**src/rtl/fpu_pkg.sv**
```systemverilog
// Shared types and constants for the FPU add/sub result side.
package fpu_pkg;

    typedef enum logic [1:0] {
        IDLE   = 2'd0,
        ACTIVE = 2'd1,
        ERROR  = 2'd2
    } state_t;

    localparam int FLAG_OVF  = 1;
    localparam int FLAG_UDF  = 0;
    localparam int DEFAULT_W = 32;

endpackage

```
**src/rtl/result_fifo.sv**
```systemverilog
// Register-array FIFO holding {flags, result} entries; head is read combinationally.
module result_fifo #(
    parameter int DW    = 34,
    parameter int DEPTH = 2
) (
    input  logic                         clk,
    input  logic                         rst,
    input  logic                         push,
    input  logic                         pop,
    input  logic [DW-1:0]                wdata,
    output logic [DW-1:0]                rdata,
    output logic [$clog2(DEPTH+1)-1:0]   occ
);

    localparam int PW = $clog2(DEPTH);
    localparam int CW = $clog2(DEPTH+1);

    logic [DW-1:0] mem [DEPTH];
    logic [PW-1:0] wr_ptr;
    logic [PW-1:0] rd_ptr;

    assign rdata = mem[rd_ptr];

    always_ff @(posedge clk or posedge rst) begin
        if (rst) begin
            for (int i = 0; i < DEPTH; i++) begin
                mem[i] <= '0;
            end
            wr_ptr <= '0;
            rd_ptr <= '0;
            occ    <= '0;
        end else begin
            if (push) begin
                mem[wr_ptr] <= wdata;
                wr_ptr      <= wr_ptr + PW'(1);
            end
            if (pop) begin
                rd_ptr <= rd_ptr + PW'(1);
            end
            // The upstream credit scheme guarantees push never sees a full buffer.
            if (push && !pop) begin
                occ <= occ + CW'(1);
            end else if (pop && !push) begin
                occ <= occ - CW'(1);
            end
        end
    end

endmodule

```
**src/rtl/fpu_result_collector.sv**
```systemverilog
// Tail of the add/sub pipeline: buffers results, hands them to the consumer and
// throttles the input side with credits since the pipeline itself cannot stall.
module fpu_result_collector
    import fpu_pkg::*;
#(
    parameter int W     = DEFAULT_W,
    parameter int DEPTH = 2
) (
    input  logic         clk,
    input  logic         rst,
    input  logic         issue_i,
    input  logic         pipe_valid_i,
    input  logic [W-1:0] pipe_result_i,
    input  logic [1:0]   pipe_flags_i,
    input  logic         ready_out_i,
    output logic         valid_out_o,
    output logic [W-1:0] result_o,
    output logic [1:0]   flags_o,
    output logic         stall_o,
    output logic         busy_o,
    output logic         done_o,
    output logic         err_o
);

    localparam int CW = $clog2(DEPTH+1);

    state_t        state;
    logic [CW-1:0] occ;
    logic [CW-1:0] inflight;
    logic [CW:0]   credit_used;
    logic          issue_acc;
    logic          push;
    logic          pop;
    logic          violation;
    logic [W+1:0]  wdata;
    logic [W+1:0]  rdata;

    assign credit_used = {1'b0, occ} + {1'b0, inflight};
    assign stall_o     = (credit_used >= (CW+1)'(DEPTH)) | (state == ERROR);

    assign issue_acc = issue_i & ~stall_o;
    assign push      = pipe_valid_i & (inflight != '0) & (state != ERROR);
    assign pop       = valid_out_o & ready_out_i;
    assign violation = (issue_i & stall_o) | (pipe_valid_i & (inflight == '0));

    assign wdata = {pipe_flags_i[FLAG_OVF], pipe_flags_i[FLAG_UDF], pipe_result_i};

    result_fifo #(
        .DW    (W + 2),
        .DEPTH (DEPTH)
    ) u_fifo (
        .clk   (clk),
        .rst   (rst),
        .push  (push),
        .pop   (pop),
        .wdata (wdata),
        .rdata (rdata),
        .occ   (occ)
    );

    assign valid_out_o = (occ != '0);
    assign result_o    = rdata[W-1:0];
    assign flags_o     = rdata[W+1:W];
    assign busy_o      = (occ != '0) | (inflight != '0);
    assign done_o      = pop & (occ == CW'(1)) & (inflight == '0) & ~push;
    assign err_o       = (state == ERROR);

    always_ff @(posedge clk or posedge rst) begin
        if (rst) begin
            inflight <= '0;
        end else if (issue_acc && !push) begin
            inflight <= inflight + CW'(1);
        end else if (push && !issue_acc) begin
            inflight <= inflight - CW'(1);
        end
    end

    always_ff @(posedge clk or posedge rst) begin
        if (rst) begin
            state <= IDLE;
        end else begin
            case (state)
                IDLE: begin
                    if (violation) begin
                        state <= ERROR;
                    end else if (issue_acc) begin
                        state <= ACTIVE;
                    end
                end
                ACTIVE: begin
                    if (violation) begin
                        state <= ERROR;
                    end else if (done_o && !issue_acc) begin
                        state <= IDLE;
                    end
                end
                ERROR:   state <= ERROR;
                default: state <= ERROR;
            endcase
        end
    end

endmodule

```
**config.mk**
```make
export PLATFORM = sky130hd
export DESIGN_NAME = fpu_result_collector
export DESIGN_NICKNAME = d
export VERILOG_FILES = /design/src/rtl/fpu_pkg.sv /design/src/rtl/result_fifo.sv /design/src/rtl/fpu_result_collector.sv
export SDC_FILE = /design/constraint.sdc
export NUM_CORES = 1
export LEC_CHECK = 0
export BUFFER_PORTS_ARGS = -buffer_cell sky130_fd_sc_hd__buf_2
export CAP_MARGIN = 30
export CELL_PAD_IN_SITES_DETAIL_PLACEMENT = 1
export CELL_PAD_IN_SITES_GLOBAL_PLACEMENT = 1
export CORE_MARGIN = 1.5
export CORE_UTILIZATION = 40
export CTS_CLUSTER_DIAMETER = 60
export DETAILED_ROUTE_END_ITERATION = 12
export GPL_ROUTABILITY_DRIVEN = 0
export PLACE_DENSITY = 0.87
export SLEW_MARGIN = 25
export SYNTH_ARGS = -nofsm -noshare
export SYNTH_HDL_FRONTEND = slang
export SYNTH_HIERARCHICAL = 1
export SYNTH_SLANG_ARGS = --single-unit
```
**constraint.sdc**
```tcl
create_clock -name clk -period 2.44 [get_ports clk]
set_clock_uncertainty 0.2 [all_clocks]
set_input_delay 0.122 -clock clk [delete_from_list [all_inputs] [get_ports clk]]
set_output_delay 0.122 -clock clk [all_outputs]
set_load 0.01 [all_outputs]
```
### Word-level counts from Yosys, hierarchy flattened

Index checks and enable logic that the tools add are counted.

| word-level totals | value |
|---|---|
| register bits | 76 |
| latch bits | 0 |
| RAM bits | 0 |
| memory bits (read-only) | 0 |
| input port bits | 39 |
| output and inout bits | 39 |
| logic and storage cells | 71 |
| memories | 0 |

| operators by class | value |
|---|---|
| $add $sub $neg | 7 |
| multipliers | 0 |
| div/mod/pow operators | 0 |
| $lt $le $gt $ge | 4 |
| equality and inequality tests | 6 |
| shift-type cells | 0 |
| muxes and demuxes | 15 |
| bitwise gates (word level) | 16 |
| reductions and logical operators | 16 |

Operators by type and width:

| cell | count |
|---|---|
| $mux W34 | 4 |
| $bwmux W68 | 1 |
| $demux W34 S1 | 1 |
| $mux W2 | 8 |
| $and A1 B1 Y1 | 9 |
| $reduce_bool A2 Y1 | 4 |
| $logic_and A1 B1 Y1 | 6 |
| $ne A3 B3 Y1 const B | 2 |
| $add A2 B1 Y2 const B | 2 |
| $eq A2 B1 Y1 const B | 2 |
| $ge A2 B2 Y1 const B | 2 |
| $logic_not A2 Y1 | 2 |
| $not A1 Y2 | 2 |
| $pmux W2 S2 | 1 |
| $sub A2 B1 Y2 const B | 2 |
| $add A2 B2 Y3 | 1 |
| $ge A3 B2 Y1 const B | 1 |
| $logic_not A1 Y1 | 3 |
| $or A1 B1 Y1 | 3 |
| $add A1 B1 Y1 const B | 2 |
| $eq A2 B2 Y1 const B | 1 |
| $lt A2 B1 Y1 const B | 1 |
| $ne A2 B2 Y1 const B | 1 |
| $not A1 Y1 | 2 |
| $reduce_and A2 Y1 | 1 |

### Logic depth before layout (Yosys ltp)

Gate-level depths: netlist of the first run.

| logic depth | value |
|---|---|
| word-level depth | 10 |
| mapped depth | 8 |
| depth with buffers taken out | 8 |

### By module

The synthesis of the first run kept the hierarchy.

By module, submodules not included:

| module | instances | cells an instance | area an instance (um^2) | seq. area each (um^2) |
|---|---|---|---|---|
| result_fifo | 1 | 196 | 3249.4 | 1801.7 |
| fpu_result_collector | 1 | 30 | 281.5 | 100.1 |

### Least setup slack after synthesis of the first run

OpenSTA, ideal clock, no wires.

| path | value |
|---|---|
| path type | register to register |
| start | register u_fifo.occ[0] |
| end | register inflight[1] |
| setup time | 0.125 ns |
| arrival time | 2.068 ns |
| required time | 2.115 ns |
| setup slack | 0.047 ns |
| stages on the path, launching flop included | 9 |
| buffers on the path | 0 |
| clock period less this slack | 2.393 ns |
| cells stage by stage | dfrtp_1 and2_1 fa_1 or4_4 inv_1 ha_1 xor2_1 nor2_1 xor2_1 |

| between the ends | value |
|---|---|
| cells in the longest elaborated chain, start to end | 8 |
| elaborated cells on any way between the ends | 10 |
| classes of those cells | add/sub (1); order compare (1); mux (1); bitwise (3); reduce/logical (4) |

Ends and longest elaborated chain:

| what | RTL line | RTL |
|---|---|---|
| start: declaration | result_fifo.sv:12 | `output logic [$clog2(DEPTH+1)-1:0] occ` |
| start signal: assignment | result_fifo.sv:42 | `occ <= occ + CW'(1);` |
| start signal: assignment | result_fifo.sv:44 | `occ <= occ - CW'(1);` |
| $add A2 B2 Y3 * | fpu_result_collector.sv:38 | `assign credit_used = {1'b0, occ} + {1'b0, inflight};` |
| $ge A3 B2 Y1 * | fpu_result_collector.sv:39 | `assign stall_o = (credit_used >= (CW+1)'(DEPTH)) \| (state == ERROR);` |
| $or A1 B1 Y1 * | fpu_result_collector.sv:39 |  |
| $not A1 Y1 * | fpu_result_collector.sv:41 | `assign issue_acc = issue_i & ~stall_o;` |
| $and A1 B1 Y1 * | fpu_result_collector.sv:41 |  |
| $logic_not A1 Y1 | fpu_result_collector.sv:73 | `end else if (push && !issue_acc) begin` |
| $logic_and A1 B1 Y1 | fpu_result_collector.sv:73 |  |
| $reduce_bool A2 Y1 (no source line) | -- |  |
| end signal: assignment | fpu_result_collector.sv:72 | `inflight <= inflight + CW'(1);` |
| end signal: assignment | fpu_result_collector.sv:74 | `inflight <= inflight - CW'(1);` |
| end: declaration | fpu_result_collector.sv:29 | `logic [CW-1:0] inflight;` |

Every way passes the cells marked *; elsewhere a longest branch is shown, timed or not.
A chain may end at the register's enable or synchronous reset.

### Final worst setup path of the first run

| path | value |
|---|---|
| start | register inflight[0] |
| end | register u_fifo/mem[19] (netlist bit) |

| between the ends | value |
|---|---|
| cells in the longest elaborated chain, start to end | 3 |

Ends and longest elaborated chain:

| what | RTL line | RTL |
|---|---|---|
| $reduce_bool A2 Y1 | fpu_result_collector.sv:42 | `assign push = pipe_valid_i & (inflight != '0) & (state != ERROR);` |
| $and A1 B1 Y1 (2 in series) | fpu_result_collector.sv:42 |  |
| via push | fpu_result_collector.sv:32 | `logic push;` |
| end signal: indexed assignment | result_fifo.sv:34 | `mem[wr_ptr] <= wdata;` |
| end: declaration | result_fifo.sv:18 | `logic [DW-1:0] mem [DEPTH];` |

The timed path passes the listed nets, and every way through them passes these cells.

==> flow_summary.toml, run 1 <==
[grt]
grt_pass1_wl_mm = 13.3
grt_max_degree = 38
track_usage_pct = 17.8
grt_pass1_vias = 2650
grt_overflow = 0
antenna_found_initial = 0

[yosys]
synth.avg_cell_area_um2 = 15.6
synth.yosys.seq_area_share_pct = 53.9
synth_top_area_share_pct = 53.9
yosys-top-cells-area = "dfrtp_1 (54%), mux2_2 (23%), mux2_4 (13%), buf_12 (1.7%), xor2_1 (1.5%)"
yosys_warnings = 6
syn_inst = 226
synth_seq_cells = 76
ys_types = 25
synth_fp_nets = 268
synthesis.area_um2 = 3530
yosysTopAreaCell = "dfrtp_1"

[clock_network]
clockBufferDepth = 2
cts_root_buf = "clkbuf_8"
h-tree-depth = 3
cts_tree = "built"
clk_latency_ns = 0.33
numCtsBuffers = 9
cts.sinks = 76
post_cts_buffers = 0
clkSlewWorstSetupHoldPaths_ns = 0.08

[worst_hold_path]
hold_path_class = "primary input to asynchronous set/reset pin"

[finish]
drive_gt1_share_pct = 60.3
diodes = 0
multi_input_area_um2 = 1520
final_cells = 463
final_nets = 393
regArea_um2 = 1900
area_growth_pct = 31.1
n_fill_cell = 889

[timing]
tightest_slew_ns = 0.809
finalHoldViolCount = 0
fin_crit_ns = 2.34
setup_viol = 0
min_period_over_period_pct = 96.1
relSlewSlack_pct = 46.0
maxSlewViolCount = 0
finalSetupTns_ns = 0
max_freq_mhz = 426

[detailed_routing]
vias_per_cell = 4.95
dr_wl_met3_um = 267
dr_wl_met2_mm = 4.51
vias = 2294
drt_first_pass_iters = 4
m1WireLength_mm = 3.12
routed_wl_mm = 7.96
drtIter0Drc = 37
ant_nets = 0
drc_errors = 0
highest_layer = "met4"
wl_per_cell_um = 17.2

[floorplan]
fp-row-count = 34
core_area_um2 = 8640
fp.dieArea_um2 = 9400
die_y_um = 97.0
io_pins = 78
die_width_um = 97.0
start_util_pct = 40.9

[placement]
dpl.hpwl_mm = 4.94
port_buffers = 77
dp.cells = 410

[outcome]
status = "finished clean"

[pwr]
p_total_mw = 4.41
p_leak_nw = 2.43
ir_drop_mv = 0.418
power_density_nw_per_um2 = 953

[setup_path]
r2r_cells = 7
critPathKind = "register to register"
worst_setup_path_start_kind = "register"
worst-path-max-fanout = 17
end_kind = "register"
regToRegSetupSlack_ns = 0.1
cp.required_ns = 2.45
r2r-start = "inflight[0]"
arrival_ns = 2.36
r2r_end = "u_fifo/mem[19]"

[run]
maxCapViolCount = 0
-- routing by layer --
metal / global-route usage, % / vias up
li1: - / 1038
met1: 20.2 / 1197
met2: 34.1 / 54
met3: 3.76 / 5
met4: 4.01 / 0
met5: 0 / -
-- cell usage in the layout (no fill, tap or decap) --
cell / n
mux2_4: 30
xnor2_1: 2
dfrtp_1: 76
nor3_1: 1
or4_4: 1
clkbuf_8: 9
o311ai_0: 1
nor2_2: 1
buf_2: 77
ha_4: 1
or3_1: 1
dlygate4sd3_1: 38
inv_2: 3
or2_2: 3
nand3_1: 1
buf_12: 4
clkinv_2: 3
buf_4: 6
xor2_1: 5
nand2_1: 1
and2_1: 2
fa_2: 1
nor2_1: 2
ha_1: 1
xor2_2: 1
nand2b_2: 1
a221oi_1: 1
nand2_2: 1
mux2_2: 72
clkbuf_1: 3
a221o_1: 1
nand2b_1: 1
inv_1: 4
-- where the power goes --
part	internal (mW)	total, mW	leakage, nW	switching [mW]
Clock	0.360	0.785	0.0800	0.425
Combinational	1.02	1.75	1.37	0.730
Sequential	1.66	1.88	0.986	0.222
-- worst max path at each step --
stage | slack (ns) | start | endpoint | cells past startpoint
after floorplan | 0.05 | u_fifo/occ[0] | inflight[1] | 8
after global placement | 0.04 | u_fifo/occ[0] | inflight[1] | 8
after detailed placement | -0.009 | u_fifo/occ[0] | inflight[1] | 7
after CTS | 0.06 | u_fifo/occ[0] | inflight[1] | 8
after global routing | -0.03 | inflight[0] | u_fifo/mem[19] | 7
final | 0.1 | inflight[0] | u_fifo/mem[19] | 7
-- registers in the layout, indices dropped and copies added, names as in the netlist --
name	cells
u_fifo/wr_ptr	1
u_fifo/mem	68
u_fifo/occ	2
inflight	2
state	2
u_fifo/rd_ptr	1
-- per-stage QoR --
stage	utilization (%)	worst slack, ns	cell area (µm²)	hold WS, ns
after floorplan	-	0.0467	3530	-0.312
after global placement	47.2	0.0406	4070	-0.166
after detailed placement	47.2	-0.00915	4070	-0.157
after CTS	53.4	0.0587	4610	0.0246
after global routing	53.6	-0.0276	4630	0.0614
final	53.6	0.0952	4630	0.0407
-- worst max-delay path, cell delays in order, from the launching register on --
cell     delay [ns]
dfrtp_1        0.38
buf_4          0.16
or2_2          0.31
nand3_1        0.21
inv_1          0.15
nand2_2        0.25
buf_12         0.20
mux2_2         0.36
-- kinds of logic after synthesis --
kind of cell,Yosys count,share of synthesized area [%]
buf+inv,18,3.76
xor+xnor,8,1.98
mux,102,35.7
compound gates,3,0.780
simple gates,16,2.62
flops,76,53.9
fa+ha+maj,3,1.28
-- synthesized netlist by cell type, drive strengths merged --
master and n:
a221oi 1, or2 3, nand2b 2, nor3 1, or3 1, nand2 2, nor2 3, inv 7
ha 2, fa 1, a221o 1, dfrtp 76, nand3 1, o311ai 1, xnor2 2, and2 2
xor2 6, or4 1, mux2 102, buf 11
-- repair_timing --
item                       CTS  global route
resized for setup            2             4
hold endpoints to repair   111             0
setup endpoints to repair    1             1
hold buffers                38             0
pin swaps                    3             1
-- area by class of cell --
class | count | area share (%)
Sequential cell | 76 | 41.1
Inverter | 7 | 0.568
Timing Repair Buffer | 125 | 19.2
Clock buffer | 12 | 2.92
Tap cell | 108 | 2.92
Clock inverter | 3 | 0.324
Multi-Input combinational cell | 132 | 32.9
(Power assumes the default switching activity.)
==> run 2, diff against run 1 <==
- CTS_CLUSTER_DIAMETER: 60 -> 30
- MAX_ROUTING_LAYER: not set -> met4
==> run 2 against run 1 <==
Compared with the run above: critical path depth unchanged; die area unchanged; register-to-register slack about the same; combinational power about the same; first-iteration DRC count decreased by 14%; sequential cell count unchanged; largest power group unchanged.
==> flow_summary.toml, run 2 (synthesis gave the netlist of run 1 again) <==
[outcome]
status = "finished clean"

[timing]
hold_slack_ns = 0.0506
setup_viol = 0
layout_setup_ws_ns = 0.0928
min_period_over_period_pct = 96.2
finalHoldViolCount = 0
relSlewSlack_pct = 46.1
max_freq_mhz = 426
tightest_slew_ns = 0.807
finalSetupTns_ns = 0
fin_crit_ns = 2.35
maxSlewViolCount = 0

[setup_path]
path_cells = "buf_4, or2_2, nand3_1, inv_1, nand2_2, buf_12, mux2_2"
arrival_ns = 2.36
path_delay_family = "simple AND/OR/NAND/NOR gates"
critPathKind = "register to register"
slowest_stage = "dfrtp_1"
r2r_cells = 7
r2r-start = "inflight[0]"
end_kind = "register"
cp.required_ns = 2.45
crit_buf_inv = 3
worst-path-max-fanout = 17
regToRegSetupSlack_ns = 0.09
r2r_end = "u_fifo/mem[19]"
worst_setup_path_start_kind = "register"
critPathMaxStageDelay_ns = 0.38

[finish]
largest_reg_flops = 68
final_cells = 463
final_nets = 393
multi_input_area_um2 = 1520
final_cell_mix = "buf_2 (77), dfrtp_1 (76), mux2_2 (72)"
final_common_cell = "buf_2"
n_fill_cell = 889
diodes = 0
area_growth_pct = 31.1
top_register = "u_fifo/mem"
regArea_um2 = 1900
drive_gt1_share_pct = 60.3

[placement]
dpl.hpwl_mm = 4.94
dp.cells = 410
port_buffers = 77
place_ws_ns = -0.00915

[run]
maxCapViolCount = 0

[floorplan]
die_y_um = 97.0
io_pins = 78
die_width_um = 97.0
fp-row-count = 34
start_util_pct = 40.9
core_area_um2 = 8640
fp.dieArea_um2 = 9400

[grt]
grt_overflow = 0
antenna_found_initial = 0
grt_pass1_vias = 2645
track_usage_pct = 18.3
grt_pass1_wl_mm = 13.3
grt_max_degree = 38

[detailed_routing]
drc_errors = 0
vias_per_cell = 4.95
drtIter0Drc = 32
ant_nets = 0
wl_per_cell_um = 17.2
drt_first_pass_iters = 4
routed_wl_mm = 7.96
vias = 2290

[clock_network]
cts_tree = "built"
clk_latency_ns = 0.33
cts.sinks = 76
h-tree-depth = 3
clkSlewWorstSetupHoldPaths_ns = 0.08
clockBufferDepth = 2
numCtsBuffers = 9
cts_root_buf = "clkbuf_8"

[worst_hold_path]
hold_path_class = "primary input to asynchronous set/reset pin"

[pwr]
p_leak_nw = 2.43
power_density_nw_per_um2 = 953
ir_drop_mv = 0.417
run 2: cell counts in the layout (fill, tap and decap cells not counted):
No cell type changed its count.
run 2: how the worst max path moves through the flow:
stage,from,end,depth (start not counted)
CTS,u_fifo/occ[0],inflight[1],8
global route,inflight[0],u_fifo/mem[19],7
detailed placement,u_fifo/occ[0],inflight[1],7
global placement,u_fifo/occ[0],inflight[1],8
finish,inflight[0],u_fifo/mem[19],7
floorplan,u_fifo/occ[0],inflight[1],8
run 2: cell type report:
| type | instances | area share (%) |
|---|---|---|
| inverters | 7 | 0.568 |
| repair buffers | 125 | 19.2 |
| multi-input cells | 132 | 32.9 |
| well taps | 108 | 2.92 |
| clock buffers | 12 | 2.92 |
| clock inverters | 3 | 0.324 |
| flip-flops and latches | 76 | 41.1 |
run 2: metrics by stage:
stage	cell area [µm²]	util (%)	power, mW
finish	4630	53.6	4.41
global route	4630	53.6	4.69
CTS	4610	53.4	4.46
detailed placement	4070	47.2	3.58
global placement	4070	47.2	3.47
floorplan	3530	-	2.99
run 2: power breakdown:
group          internal, mW  total [mW]  switching [mW]
logic                  1.02        1.75           0.731
clock network         0.360       0.783           0.422
registers              1.66        1.88           0.223
run 2: worst reg2reg max path, cell delays in order, from the launching register on:
cell,delay [ns]
dfrtp_1,0.38
buf_4,0.16
or2_2,0.32
nand3_1,0.21
inv_1,0.15
nand2_2,0.25
buf_12,0.20
mux2_2,0.36
run 2: routing by layer:
layer,global-route usage [%],up-vias,routed length [µm]
li1,-,1040,-
met1,20.2,1189,3130
met2,34.0,57,4480
met3,3.54,4,297
met4,4.01,0,51
met5,-,-,0
run 2: what timing repair did:
action	in CTS	in global routing
gates resized for setup	2	4
setup buffers	0	0
cloned	0	0
endpoints found under the hold margin	111	0
hold buffers	38	0
endpoints found under the setup margin	1	1
pin swaps	3	1
==> run 3, diff against run 2 <==
- PLACE_DENSITY: 0.87 -> not set
- PLACE_DENSITY_LB_ADDON: not set -> 0.1
==> run 3 against run 2 <==
Compared with the run above: maximum frequency grew 2.4%; total power grew 8.1%; cell area grew 2.2%; clock power grew 52%.
==> flow_summary.toml, run 3 (synthesis gave the netlist of run 1 again) <==
[timing]
layout_setup_ws_ns = 0.147
hold_slack_ns = 0.0202
rsz0062_at_grt = "no"
relSlewSlack_pct = 63.3
max_freq_mhz = 436
finalHoldViolCount = 0
setup_viol = 0
fin_crit_ns = 2.29
tightest_slew_ns = 0.550
min_period_over_period_pct = 94.0
maxSlewViolCount = 0

[detailed_routing]
vias = 2216
drt_first_pass_iters = 4
vias_per_cell = 4.76
drc_errors = 0
drtIter0Drc = 49
wl_per_cell_um = 15.7
routed_wl_mm = 7.30
ant_nets = 0

[finish]
top_register = "u_fifo/mem"
final_common_cell = "buf_2"
drive_gt1_share_pct = 60.9
largest_reg_flops = 68
final_cell_mix = "buf_2 (77), dfrtp_1 (75), mux2_2 (72)"
final_cells = 466
final_nets = 395
diodes = 0
area_growth_pct = 34.0

[setup_path]
cp.required_ns = 2.47
worst-path-max-fanout = 2
end_kind = "register"
arrival_ns = 2.32
r2r_cells = 8
r2r-start = "u_fifo/occ[0]"
worst_setup_path_start_kind = "register"
regToRegSetupSlack_ns = 0.15
r2r_end = "inflight[1]"
critPathKind = "register to register"

[pwr]
ir_drop_mv = 0.415
pwr-share-comb_pct = 34.4
p_seq_share_pct = 40.5
p_leak_nw = 2.49
power_density_nw_per_um2 = 1010
sw_frac_of_total_pct = 28.7
p_clk_share_pct = 25.0
netSwitchingPower_mw = 1.37
p_int_mw = 3.40

[placement]
port_buffers = 77
dp.cells = 412
dpl.hpwl_mm = 4.75
place_ws_ns = -0.0160

[grt]
grt_overflow = 0
grt_pass1_wl_mm = 12.5
grt_max_degree = 35
grt_pass1_vias = 2495
track_usage_pct = 17.2
antenna_found_initial = 0

[clock_network]
cts.sinks = 76
cts_root_buf = "clkbuf_8"
clockBufferDepth = 2
numCtsBuffers = 9
clkSlewWorstSetupHoldPaths_ns = 0.08
clk_latency_ns = 0.34
h-tree-depth = 3
cts_tree = "built"

[floorplan]
die_y_um = 97.0
core_area_um2 = 8640
start_util_pct = 40.9
die_width_um = 97.0
fp-row-count = 34
io_pins = 78
fp.dieArea_um2 = 9400

[outcome]
status = "finished clean"

[worst_hold_path]
hold_path_class = "primary input to asynchronous set/reset pin"

[run]
maxCapViolCount = 0
==> run 3: changes by cell type in the layout (fill, tap and decap cells not counted), sizes merged <==
cell	previous run	this run
bufinv	0	3
clkinv	3	1
buf	87	89
==> run 3: layer usage <==
layer  vias to the layer above  wire length [µm]  track usage (%)
met5                         -                 0                -
met4                         0               110             6.35
met3                        10               241             2.89
met2                        43              3630             27.4
met1                      1118              3330             22.2
li1                       1045                 -                -
==> run 3: worst max-delay path: stages, from the launching register on <==
cell and delay [ns]:
dfrtp_1 0.38, and2_1 0.17, fa_2 0.33, or4_4 0.52, inv_1 0.07, ha_2 0.18
xor2_2 0.14, nor2_1 0.06, xor2_1 0.13
==> run 3: per-stage QoR <==
stage	utilization [%]	power, mW	setup TNS [ns]	instance area (µm²)
after floorplan	-	2.99	0	3530
after global placement	47.3	3.51	0	4090
after detailed placement	47.3	3.55	-0.0160	4090
after CTS	54.7	4.82	0	4720
after global routing	54.8	5.08	0	4730
final	54.8	4.77	0	4730
==> run 3: worst max path at each step <==
stage                     cells after the start     startpoint          end
final                                         8  u_fifo/occ[0]  inflight[1]
after global placement                        8  u_fifo/occ[0]  inflight[1]
after detailed placement                      8  u_fifo/occ[0]  inflight[1]
after global routing                          8  u_fifo/occ[0]  inflight[1]
after floorplan                               8  u_fifo/occ[0]  inflight[1]
after CTS                                     8  u_fifo/occ[0]  inflight[1]
==> run 3: power by group through the flow <==
stage	Sequential [mW]	Clock (mW)	Combinational, mW
6_report	1.93	1.19	1.64
5_1_grt	2.00	1.29	1.80
4_1_cts	1.93	1.23	1.66
3_5_place_dp	1.95	0	1.60
3_3_place_gp	1.94	0	1.57
2_1_floorplan	1.84	0	1.15
==> run 3: timing repair <==
| action | 4_1_cts | 5_1_grt |
|---|---|---|
| endpoints found under the hold margin | 96 | 0 |
| pin swaps | 2 | 1 |
| setup endpoints to repair | 1 | 1 |
| gates resized for setup | 1 | 2 |
| buffers inserted | 0 | 0 |
| hold buffers | 38 | 0 |
==> run 3: area by class of cell <==
class | count | area [µm²]
clock inverter | 4 | 95.1
multi-input combinational | 132 | 1510
timing repair buffer | 127 | 906
inverter | 7 | 26.3
sequential | 76 | 1900
clock buffer | 12 | 155
tap | 108 | 135
fill | 855 | 3900
